<file path="src/rtl/btle_txrx_sequencer_if.sv">
`default_nettype none
// +--------------------------------------------------------------------------+
// | btle_txrx_sequencer_if : command, PHY TX/RX and status bundle for the    |
// |                          BTLE TX/RX sequencer                            |
// | Revision: 1.0                                                            |
// +--------------------------------------------------------------------------+
interface btle_txrx_sequencer_if #(
  parameter int CHANNEL_NUMBER_BIT_WIDTH = 6,
  parameter int CRC_STATE_BIT_WIDTH      = 24,
  parameter int TIMER_BIT_WIDTH          = 16
);
  logic                                cmd_valid;
  logic                                cmd_ready;
  logic                                cmd_rx_after_tx;
  logic [CHANNEL_NUMBER_BIT_WIDTH-1:0] cmd_channel;
  logic [CRC_STATE_BIT_WIDTH-1:0]      cmd_crc_init;
  logic [TIMER_BIT_WIDTH-1:0]          cmd_rx_timeout;
  logic                                abort;

  logic [CHANNEL_NUMBER_BIT_WIDTH-1:0] tx_channel_number;
  logic                                tx_channel_number_load;
  logic [CRC_STATE_BIT_WIDTH-1:0]      tx_crc_state_init_bit;
  logic                                tx_crc_state_init_bit_load;
  logic                                tx_start;
  logic                                tx_iq_valid_last;

  logic [CHANNEL_NUMBER_BIT_WIDTH-1:0] rx_channel_number;
  logic [CRC_STATE_BIT_WIDTH-1:0]      rx_crc_state_init_bit;
  logic                                rx_enable;
  logic                                rx_hit_flag;
  logic                                rx_decode_end;
  logic                                rx_crc_ok;

  logic                                busy;
  logic                                done;
  logic [1:0]                          status;
  logic [15:0]                         stat_tx_cnt;
  logic [15:0]                         stat_rx_ok_cnt;
  logic [15:0]                         stat_rx_fail_cnt;
  logic [15:0]                         stat_timeout_cnt;

  modport master (
    output cmd_valid, cmd_rx_after_tx, cmd_channel, cmd_crc_init, cmd_rx_timeout, abort,
    output tx_iq_valid_last, rx_hit_flag, rx_decode_end, rx_crc_ok,
    input  cmd_ready, tx_channel_number, tx_channel_number_load, tx_crc_state_init_bit,
    input  tx_crc_state_init_bit_load, tx_start, rx_channel_number, rx_crc_state_init_bit,
    input  rx_enable, busy, done, status,
    input  stat_tx_cnt, stat_rx_ok_cnt, stat_rx_fail_cnt, stat_timeout_cnt
  );

  modport slave (
    input  cmd_valid, cmd_rx_after_tx, cmd_channel, cmd_crc_init, cmd_rx_timeout, abort,
    input  tx_iq_valid_last, rx_hit_flag, rx_decode_end, rx_crc_ok,
    output cmd_ready, tx_channel_number, tx_channel_number_load, tx_crc_state_init_bit,
    output tx_crc_state_init_bit_load, tx_start, rx_channel_number, rx_crc_state_init_bit,
    output rx_enable, busy, done, status,
    output stat_tx_cnt, stat_rx_ok_cnt, stat_rx_fail_cnt, stat_timeout_cnt
  );
endinterface
`default_nettype wire

</file>
<file path="src/rtl/btle_txrx_sequencer.sv">
`default_nettype none
// +--------------------------------------------------------------------------+
// | btle_txrx_sequencer : TX-then-optional-RX sequencer with IFS timing;     |
// |                       statistics counters built when BTLE_SEQ_STATS_EN   |
// | Revision: 1.0                                                            |
// +--------------------------------------------------------------------------+
module btle_txrx_sequencer #(
  parameter int CHANNEL_NUMBER_BIT_WIDTH = 6,
  parameter int CRC_STATE_BIT_WIDTH      = 24,
  parameter int TIMER_BIT_WIDTH          = 16,
  parameter int T_IFS_CYCLES             = 2400
) (
  input wire                   clk,
  input wire                   rst,
  btle_txrx_sequencer_if.slave bus
);

  typedef enum logic [2:0] {
    IDLE      = 3'd0,
    LOAD      = 3'd1,
    START     = 3'd2,
    TX_WAIT   = 3'd3,
    IFS       = 3'd4,
    RX_SEARCH = 3'd5,
    RX_DECODE = 3'd6,
    DONE      = 3'd7
  } state_e;

  localparam logic [TIMER_BIT_WIDTH-1:0] c_ifs_load  = TIMER_BIT_WIDTH'(T_IFS_CYCLES - 1);
  localparam logic [TIMER_BIT_WIDTH-1:0] c_timer_one = TIMER_BIT_WIDTH'(1);

  state_e                              state_q;
  logic [TIMER_BIT_WIDTH-1:0]          timer_q;
  logic [TIMER_BIT_WIDTH-1:0]          timeout_q;
  logic [CHANNEL_NUMBER_BIT_WIDTH-1:0] channel_q;
  logic [CRC_STATE_BIT_WIDTH-1:0]      crc_q;
  logic                                rx_after_tx_q;
  logic                                cmd_ready_q;
  logic                                busy_q;
  logic                                done_q;
  logic                                rx_enable_q;
  logic                                tx_start_q;
  logic                                tx_load_q;
  logic [1:0]                          status_q;

  always_ff @(posedge clk or negedge rst) begin
    if (!rst) begin
      state_q       <= IDLE;
      timer_q       <= '0;
      timeout_q     <= '0;
      channel_q     <= '0;
      crc_q         <= '0;
      rx_after_tx_q <= 1'b0;
      cmd_ready_q   <= 1'b0;
      busy_q        <= 1'b0;
      done_q        <= 1'b0;
      rx_enable_q   <= 1'b0;
      tx_start_q    <= 1'b0;
      tx_load_q     <= 1'b0;
      status_q      <= 2'b00;
    end else begin
      done_q     <= 1'b0;
      tx_start_q <= 1'b0;
      tx_load_q  <= 1'b0;
      if (state_q != IDLE && bus.abort) begin
        state_q     <= IDLE;
        cmd_ready_q <= 1'b1;
        busy_q      <= 1'b0;
        rx_enable_q <= 1'b0;
      end else begin
        case (state_q)
          IDLE: begin
            cmd_ready_q <= 1'b1;
            if (bus.cmd_valid && cmd_ready_q && !bus.abort) begin
              channel_q     <= bus.cmd_channel;
              crc_q         <= bus.cmd_crc_init;
              timeout_q     <= bus.cmd_rx_timeout;
              rx_after_tx_q <= bus.cmd_rx_after_tx;
              cmd_ready_q   <= 1'b0;
              busy_q        <= 1'b1;
              tx_load_q     <= 1'b1;
              state_q       <= LOAD;
            end
          end
          LOAD: begin
            tx_start_q <= 1'b1;
            state_q    <= START;
          end
          START: state_q <= TX_WAIT;
          TX_WAIT: begin
            if (bus.tx_iq_valid_last) begin
              if (rx_after_tx_q) begin
                timer_q <= c_ifs_load;
                state_q <= IFS;
              end else begin
                status_q <= 2'b00;
                done_q   <= 1'b1;
                state_q  <= DONE;
              end
            end
          end
          IFS: begin
            // Leave on the edge where the count would hit zero so the window
            // opens T_IFS_CYCLES cycles after the last TX sample.
            if (timer_q <= c_timer_one) begin
              timer_q     <= timeout_q;
              rx_enable_q <= 1'b1;
              state_q     <= RX_SEARCH;
            end else begin
              timer_q <= timer_q - c_timer_one;
            end
          end
          RX_SEARCH: begin
            if (bus.rx_hit_flag) begin
              state_q <= RX_DECODE;
            end else if (timer_q == '0) begin
              status_q    <= 2'b11;
              done_q      <= 1'b1;
              rx_enable_q <= 1'b0;
              state_q     <= DONE;
            end else begin
              timer_q <= timer_q - c_timer_one;
            end
          end
          RX_DECODE: begin
            if (bus.rx_decode_end) begin
              status_q    <= bus.rx_crc_ok ? 2'b01 : 2'b10;
              done_q      <= 1'b1;
              rx_enable_q <= 1'b0;
              state_q     <= DONE;
            end
          end
          DONE: begin
            busy_q      <= 1'b0;
            cmd_ready_q <= 1'b1;
            state_q     <= IDLE;
          end
          default: state_q <= IDLE;
        endcase
      end
    end
  end

  assign bus.cmd_ready                  = cmd_ready_q;
  assign bus.busy                       = busy_q;
  assign bus.done                       = done_q;
  assign bus.status                     = status_q;
  assign bus.rx_enable                  = rx_enable_q;
  assign bus.tx_start                   = tx_start_q;
  assign bus.tx_channel_number_load     = tx_load_q;
  assign bus.tx_crc_state_init_bit_load = tx_load_q;
  assign bus.tx_channel_number          = channel_q;
  assign bus.rx_channel_number          = channel_q;
  assign bus.tx_crc_state_init_bit      = crc_q;
  assign bus.rx_crc_state_init_bit      = crc_q;

`ifdef BTLE_SEQ_STATS_EN
  logic [15:0] stat_tx_q;
  logic [15:0] stat_ok_q;
  logic [15:0] stat_fail_q;
  logic [15:0] stat_to_q;

  // Status is valid in the same cycle as the done pulse.
  always_ff @(posedge clk or negedge rst) begin
    if (!rst) begin
      stat_tx_q   <= '0;
      stat_ok_q   <= '0;
      stat_fail_q <= '0;
      stat_to_q   <= '0;
    end else begin
      if (tx_start_q && stat_tx_q != 16'hFFFF) stat_tx_q <= stat_tx_q + 16'd1;
      if (done_q) begin
        case (status_q)
          2'b01:   if (stat_ok_q   != 16'hFFFF) stat_ok_q   <= stat_ok_q   + 16'd1;
          2'b10:   if (stat_fail_q != 16'hFFFF) stat_fail_q <= stat_fail_q + 16'd1;
          2'b11:   if (stat_to_q   != 16'hFFFF) stat_to_q   <= stat_to_q   + 16'd1;
          default: ;
        endcase
      end
    end
  end

  assign bus.stat_tx_cnt      = stat_tx_q;
  assign bus.stat_rx_ok_cnt   = stat_ok_q;
  assign bus.stat_rx_fail_cnt = stat_fail_q;
  assign bus.stat_timeout_cnt = stat_to_q;
`else
  assign bus.stat_tx_cnt      = 16'h0000;
  assign bus.stat_rx_ok_cnt   = 16'h0000;
  assign bus.stat_rx_fail_cnt = 16'h0000;
  assign bus.stat_timeout_cnt = 16'h0000;
`endif

endmodule
`default_nettype wire

</file>
<file path="src/flat_wrapper.sv">
// flat-port wrapper written by rule: the top's interface ports become plain ports
module btle_txrx_sequencer_flat 
#(
  parameter int CHANNEL_NUMBER_BIT_WIDTH = 6,
  parameter int CRC_STATE_BIT_WIDTH      = 24,
  parameter int TIMER_BIT_WIDTH          = 16,
  parameter int T_IFS_CYCLES             = 2400
)
  (clk, rst, bus_cmd_valid, bus_cmd_rx_after_tx, bus_cmd_channel, bus_cmd_crc_init, bus_cmd_rx_timeout, bus_abort, bus_tx_iq_valid_last, bus_rx_hit_flag, bus_rx_decode_end, bus_rx_crc_ok, bus_cmd_ready, bus_tx_channel_number, bus_tx_channel_number_load, bus_tx_crc_state_init_bit, bus_tx_crc_state_init_bit_load, bus_tx_start, bus_rx_channel_number, bus_rx_crc_state_init_bit, bus_rx_enable, bus_busy, bus_done, bus_status, bus_stat_tx_cnt, bus_stat_rx_ok_cnt, bus_stat_rx_fail_cnt, bus_stat_timeout_cnt);
  btle_txrx_sequencer_if #(.CHANNEL_NUMBER_BIT_WIDTH(CHANNEL_NUMBER_BIT_WIDTH), .CRC_STATE_BIT_WIDTH(CRC_STATE_BIT_WIDTH), .TIMER_BIT_WIDTH(TIMER_BIT_WIDTH)) bus_i ();
  input wire clk;
  input wire rst;
  input wire logic [$bits(bus_i.cmd_valid)-1:0] bus_cmd_valid;
  input wire logic [$bits(bus_i.cmd_rx_after_tx)-1:0] bus_cmd_rx_after_tx;
  input wire logic [$bits(bus_i.cmd_channel)-1:0] bus_cmd_channel;
  input wire logic [$bits(bus_i.cmd_crc_init)-1:0] bus_cmd_crc_init;
  input wire logic [$bits(bus_i.cmd_rx_timeout)-1:0] bus_cmd_rx_timeout;
  input wire logic [$bits(bus_i.abort)-1:0] bus_abort;
  input wire logic [$bits(bus_i.tx_iq_valid_last)-1:0] bus_tx_iq_valid_last;
  input wire logic [$bits(bus_i.rx_hit_flag)-1:0] bus_rx_hit_flag;
  input wire logic [$bits(bus_i.rx_decode_end)-1:0] bus_rx_decode_end;
  input wire logic [$bits(bus_i.rx_crc_ok)-1:0] bus_rx_crc_ok;
  output wire logic [$bits(bus_i.cmd_ready)-1:0] bus_cmd_ready;
  output wire logic [$bits(bus_i.tx_channel_number)-1:0] bus_tx_channel_number;
  output wire logic [$bits(bus_i.tx_channel_number_load)-1:0] bus_tx_channel_number_load;
  output wire logic [$bits(bus_i.tx_crc_state_init_bit)-1:0] bus_tx_crc_state_init_bit;
  output wire logic [$bits(bus_i.tx_crc_state_init_bit_load)-1:0] bus_tx_crc_state_init_bit_load;
  output wire logic [$bits(bus_i.tx_start)-1:0] bus_tx_start;
  output wire logic [$bits(bus_i.rx_channel_number)-1:0] bus_rx_channel_number;
  output wire logic [$bits(bus_i.rx_crc_state_init_bit)-1:0] bus_rx_crc_state_init_bit;
  output wire logic [$bits(bus_i.rx_enable)-1:0] bus_rx_enable;
  output wire logic [$bits(bus_i.busy)-1:0] bus_busy;
  output wire logic [$bits(bus_i.done)-1:0] bus_done;
  output wire logic [$bits(bus_i.status)-1:0] bus_status;
  output wire logic [$bits(bus_i.stat_tx_cnt)-1:0] bus_stat_tx_cnt;
  output wire logic [$bits(bus_i.stat_rx_ok_cnt)-1:0] bus_stat_rx_ok_cnt;
  output wire logic [$bits(bus_i.stat_rx_fail_cnt)-1:0] bus_stat_rx_fail_cnt;
  output wire logic [$bits(bus_i.stat_timeout_cnt)-1:0] bus_stat_timeout_cnt;
  assign bus_i.cmd_valid = bus_cmd_valid;
  assign bus_i.cmd_rx_after_tx = bus_cmd_rx_after_tx;
  assign bus_i.cmd_channel = bus_cmd_channel;
  assign bus_i.cmd_crc_init = bus_cmd_crc_init;
  assign bus_i.cmd_rx_timeout = bus_cmd_rx_timeout;
  assign bus_i.abort = bus_abort;
  assign bus_i.tx_iq_valid_last = bus_tx_iq_valid_last;
  assign bus_i.rx_hit_flag = bus_rx_hit_flag;
  assign bus_i.rx_decode_end = bus_rx_decode_end;
  assign bus_i.rx_crc_ok = bus_rx_crc_ok;
  assign bus_cmd_ready = bus_i.cmd_ready;
  assign bus_tx_channel_number = bus_i.tx_channel_number;
  assign bus_tx_channel_number_load = bus_i.tx_channel_number_load;
  assign bus_tx_crc_state_init_bit = bus_i.tx_crc_state_init_bit;
  assign bus_tx_crc_state_init_bit_load = bus_i.tx_crc_state_init_bit_load;
  assign bus_tx_start = bus_i.tx_start;
  assign bus_rx_channel_number = bus_i.rx_channel_number;
  assign bus_rx_crc_state_init_bit = bus_i.rx_crc_state_init_bit;
  assign bus_rx_enable = bus_i.rx_enable;
  assign bus_busy = bus_i.busy;
  assign bus_done = bus_i.done;
  assign bus_status = bus_i.status;
  assign bus_stat_tx_cnt = bus_i.stat_tx_cnt;
  assign bus_stat_rx_ok_cnt = bus_i.stat_rx_ok_cnt;
  assign bus_stat_rx_fail_cnt = bus_i.stat_rx_fail_cnt;
  assign bus_stat_timeout_cnt = bus_i.stat_timeout_cnt;
  btle_txrx_sequencer #(.CHANNEL_NUMBER_BIT_WIDTH(CHANNEL_NUMBER_BIT_WIDTH), .CRC_STATE_BIT_WIDTH(CRC_STATE_BIT_WIDTH), .TIMER_BIT_WIDTH(TIMER_BIT_WIDTH), .T_IFS_CYCLES(T_IFS_CYCLES)) u_core (.clk(clk), .rst(rst), .bus(bus_i));
endmodule
</file>
<file path="config.mk">
export PLATFORM = sky130hd
export DESIGN_NAME = btle_txrx_sequencer_flat
export DESIGN_NICKNAME = d
export VERILOG_FILES = /design/src/rtl/btle_txrx_sequencer_if.sv /design/src/rtl/btle_txrx_sequencer.sv /design/src/flat_wrapper.sv
export SDC_FILE = /design/constraint.sdc
export NUM_CORES = 1
export LEC_CHECK = 0
export CELL_PAD_IN_SITES_DETAIL_PLACEMENT = 1
export CELL_PAD_IN_SITES_GLOBAL_PLACEMENT = 1
export CORE_MARGIN = 3
export CORE_UTILIZATION = 31
export DETAILED_ROUTE_END_ITERATION = 12
export GPL_TIMING_DRIVEN = 0
export PLACE_DENSITY = 0.85
export SKIP_CTS_REPAIR_TIMING = 1
export SYNTH_ARGS = -nofsm -noshare
export SYNTH_HDL_FRONTEND = slang
export SYNTH_SLANG_ARGS = --single-unit
</file>
<file path="constraint.sdc">
create_clock -name clk -period 2.7 [get_ports clk]
set_clock_uncertainty 0.15 [all_clocks]
set_input_delay 0.81 -clock clk [delete_from_list [all_inputs] [get_ports clk]]
set_output_delay 0.81 -clock clk [all_outputs]
set_load 0.03 [all_outputs]
</file>
==> metrics.yaml <==
status:
  status: "completed"
critical_path:
  crit_fanout: 10
  r2r-start: "u_core.state_q[0]"
  cp.required_ns: 2.76
  start_kind: "input pin"
  r2r_end: "u_core.bus.rx_crc_state_init_bit[6]"
  reg2regPathDepth: 7
  crit_type: "input pin to flip-flop"
  crit_arrival_ns: 2.56
  cp-startpoint: "bus_tx_iq_valid_last"
  rrSetupSlack_ns: 0.26
  end_kind: "flip-flop"
  endpoint: "u_core.timer_q[10]"
global_routing:
  grt_max_degree: 47
  grt_usage_pct: 16.4
  grt_pass1_wl_um: 19700
  grt_pass1_vias: 3948
  gr-total-overflow: 0
  antenna_found_initial: 0
clocking:
  cts_tree: "built"
  clk_pin_slew_ns: 0.06
  cts-root-buf: "clkbuf_16"
  clock_sinks: 74
  htreeDepth: 3
  clk_path_buf_depth: 2
  worstSkewPairLatency_ns: 0.34
  numCtsBuffers: 9
synthesis:
  syn_inst: 425
  synth-edff-count: 0
  yosys.area.top_type: "dfrtp_1"
  synth_top_area_share_pct: 43.0
  syn_area_um2: 4310
  yosysWarningCount: 0
  async_reset_ff_share_pct: 100
  synthFlopType: "dfrtp_1"
  syn_area_per_cell_um2: 10.1
  synth-seq-area-share_pct: 43.0
  synth-seq-cells: 74
  synth_cell_types: 50
  ys_top_cells_by_area: "dfrtp_1 (43%), buf_4 (17%), mux2_2 (12%), o21ai_0 (3.6%), a21oi_1 (3.0%)"
cells_and_area:
  nets: 687
  multi_input_area_um2: 1890
  fillers: 1539
  drive_gt1_share_pct: 31.4
  syn2layout_area_growth_pct: 50.6
  final_cells: 809
  seqCellArea_um2: 1850
  insertedDiodeCount: 0
sta:
  timing.final.crit_share_pct: 92.7
  maxSlewHeadroom_pct: 52.5
  fin_setup_tns_ns: 0
  drv_slew: 0
  min_period_ns: 2.50
  tightest_slew_ns: 0.708
  fmax_mhz: 399
  setup_ws_ns: 0.196
  holdWs_ns: 0.258
  rsz0062_at_grt: "false"
  setup_viol_count_final: 0
  hold_violations: 0
pwr:
  power_density_nw_per_um2: 1120
  ir_worst_vdd_v: 0.000613
  leakage_uw: 0.00294
  power_uw: 7240
routing:
  dr.first_iter.drc_count: 148
  antenna_left: 0
  avgRoutedWirePerCell_um: 15.3
  viasPerCell: 4.53
  wl_um: 12400
  vias: 3661
  drc: 0
  dr.pass1.iters: 4
floorplan:
  die_x_um: 124
  rows: 42
  fp.coreArea_um2: 13400
  pin_count: 188
  start_util_pct: 32.1
  dieArea_um2: 15300
  die_h_um: 124
place:
  post-place-cells: 787
  io_buffers: 122
  gp_congestion: 0.854
  dpl_worst_slack_ns: -0.630
  dp_hpwl_um: 9140
hold_path:
  hold_path_class: "input pin to asynchronous set/reset pin"
job:
  drv_cap: 0
[worst min path at each step]
| stage | startpoint | endpoint | slack, ns |
|---|---|---|---|
| 3_5_place_dp | u_core.timeout_q[2] | u_core.timeout_q[2] | 0.35 |
| 6_report | rst | u_core.bus.cmd_ready | 0.26 |
| 4_1_cts | rst | u_core.bus.cmd_ready | 0.27 |
| 5_1_grt | rst | u_core.bus.cmd_ready | 0.28 |
| 3_3_place_gp | u_core.bus.status[0] | u_core.bus.status[0] | 0.32 |
| 2_1_floorplan | u_core.timer_q[15] | u_core.timer_q[15] | 0.32 |
[worst max-delay path, stage by stage]
cell             delay [ns]
clkdlybuf4s50_1        0.55
nor3b_2                0.23
o21ai_0                0.14
or2_2                  0.32
buf_2                  0.19
o21ai_0                0.20
o21ai_0                0.11
[kinds of logic after synthesis]
logic type | count (synthesis) | synth area share (%)
fa+ha+maj | 2 | 0.581
flops | 74 | 43.0
buf+inv | 117 | 19.3
other cells | 1 | 0.0871
simple gates | 95 | 11.9
mux | 47 | 12.3
compound gates | 88 | 12.7
xor+xnor | 1 | 0.203
[state kept, by name, indices dropped and copies added, names as in the netlist]
signal                             cells
u_core.bus.rx_crc_state_init_bit      24
u_core.bus.tx_start                    1
u_core.rx_after_tx_q                   1
u_core.bus.rx_enable                   1
u_core.state_q                         3
u_core.bus.busy                        1
u_core.bus.status                      2
u_core.bus.tx_channel_number_load      1
u_core.bus.done                        1
u_core.timeout_q                      16
u_core.timer_q                        16
u_core.bus.rx_channel_number           6
u_core.bus.cmd_ready                   1
[stage by stage]
step	cell area (um2)	util, %
final	6480	48.4
after global routing	6480	48.4
after CTS	6330	47.3
after detailed placement	6010	44.8
after global placement	5980	44.6
after floorplan	4540	-
[synth_stat cells, types with 4 or more instances]
cell type and instances:
dfrtp_1 74, nand2_1 29, and2_1 4, a32oi_1 5, inv_1 4, a21oi_1 26, buf_2 12, nor3b_1 4
nand2b_1 6, buf_4 96, nor3_1 4, o21ai_0 31, nor2_1 27, mux2_2 47
[final cells by class]
cell class	instances	area share [%]
repair buffers	131	20.8
flip-flops and latches	74	28.6
well taps	176	3.40
multi-input cells	297	29.2
clock buffers	12	4.11
inverters	4	0.232
clock inverters	2	0.926
plain buffers	113	12.8
[where the power goes]
part           switching [uW]  total (uW)  internal (uW)  leakage [uW]
combinational            2050        3870           1820       0.00188
sequential                433        2040           1600      0.000890
clock                     452        1330            874      0.000161
[placed cells by master (no fill, tap or decap), drive strengths merged, types with 2 or more instances in the layout]
master | netlist | layout
a211oi | 3 | 3
a21oi | 27 | 27
a31oi | 2 | 2
a32oi | 5 | 5
and2 | 4 | 4
and3b | 2 | 2
buf | 110 | 116
bufinv | 0 | 2
clkbuf | 3 | 19
clkdlybuf4s50 | 0 | 119
conb | 1 | 64
dfrtp | 74 | 74
dlymetal6s2s | 0 | 2
ha | 2 | 2
inv | 4 | 4
mux2 | 47 | 47
nand2 | 29 | 29
nand2b | 6 | 6
nand3 | 3 | 3
nor2 | 28 | 28
nor2b | 3 | 3
nor3 | 6 | 6
nor3b | 4 | 4
nor4 | 4 | 4
o21ai | 33 | 33
o221ai | 2 | 2
o22ai | 3 | 3
o31a | 2 | 2
o31ai | 3 | 3
or2 | 2 | 2
[per-layer routing]
metal  wire length (um)  track usage, %  share of wire, %
met1               4930            19.0                40
met2               6340            28.4                51
met3                982            5.27               7.9
met4                161            5.54               1.3
met5                  0               0                 0
No activity file was read; power rests on OpenSTA's default activity.
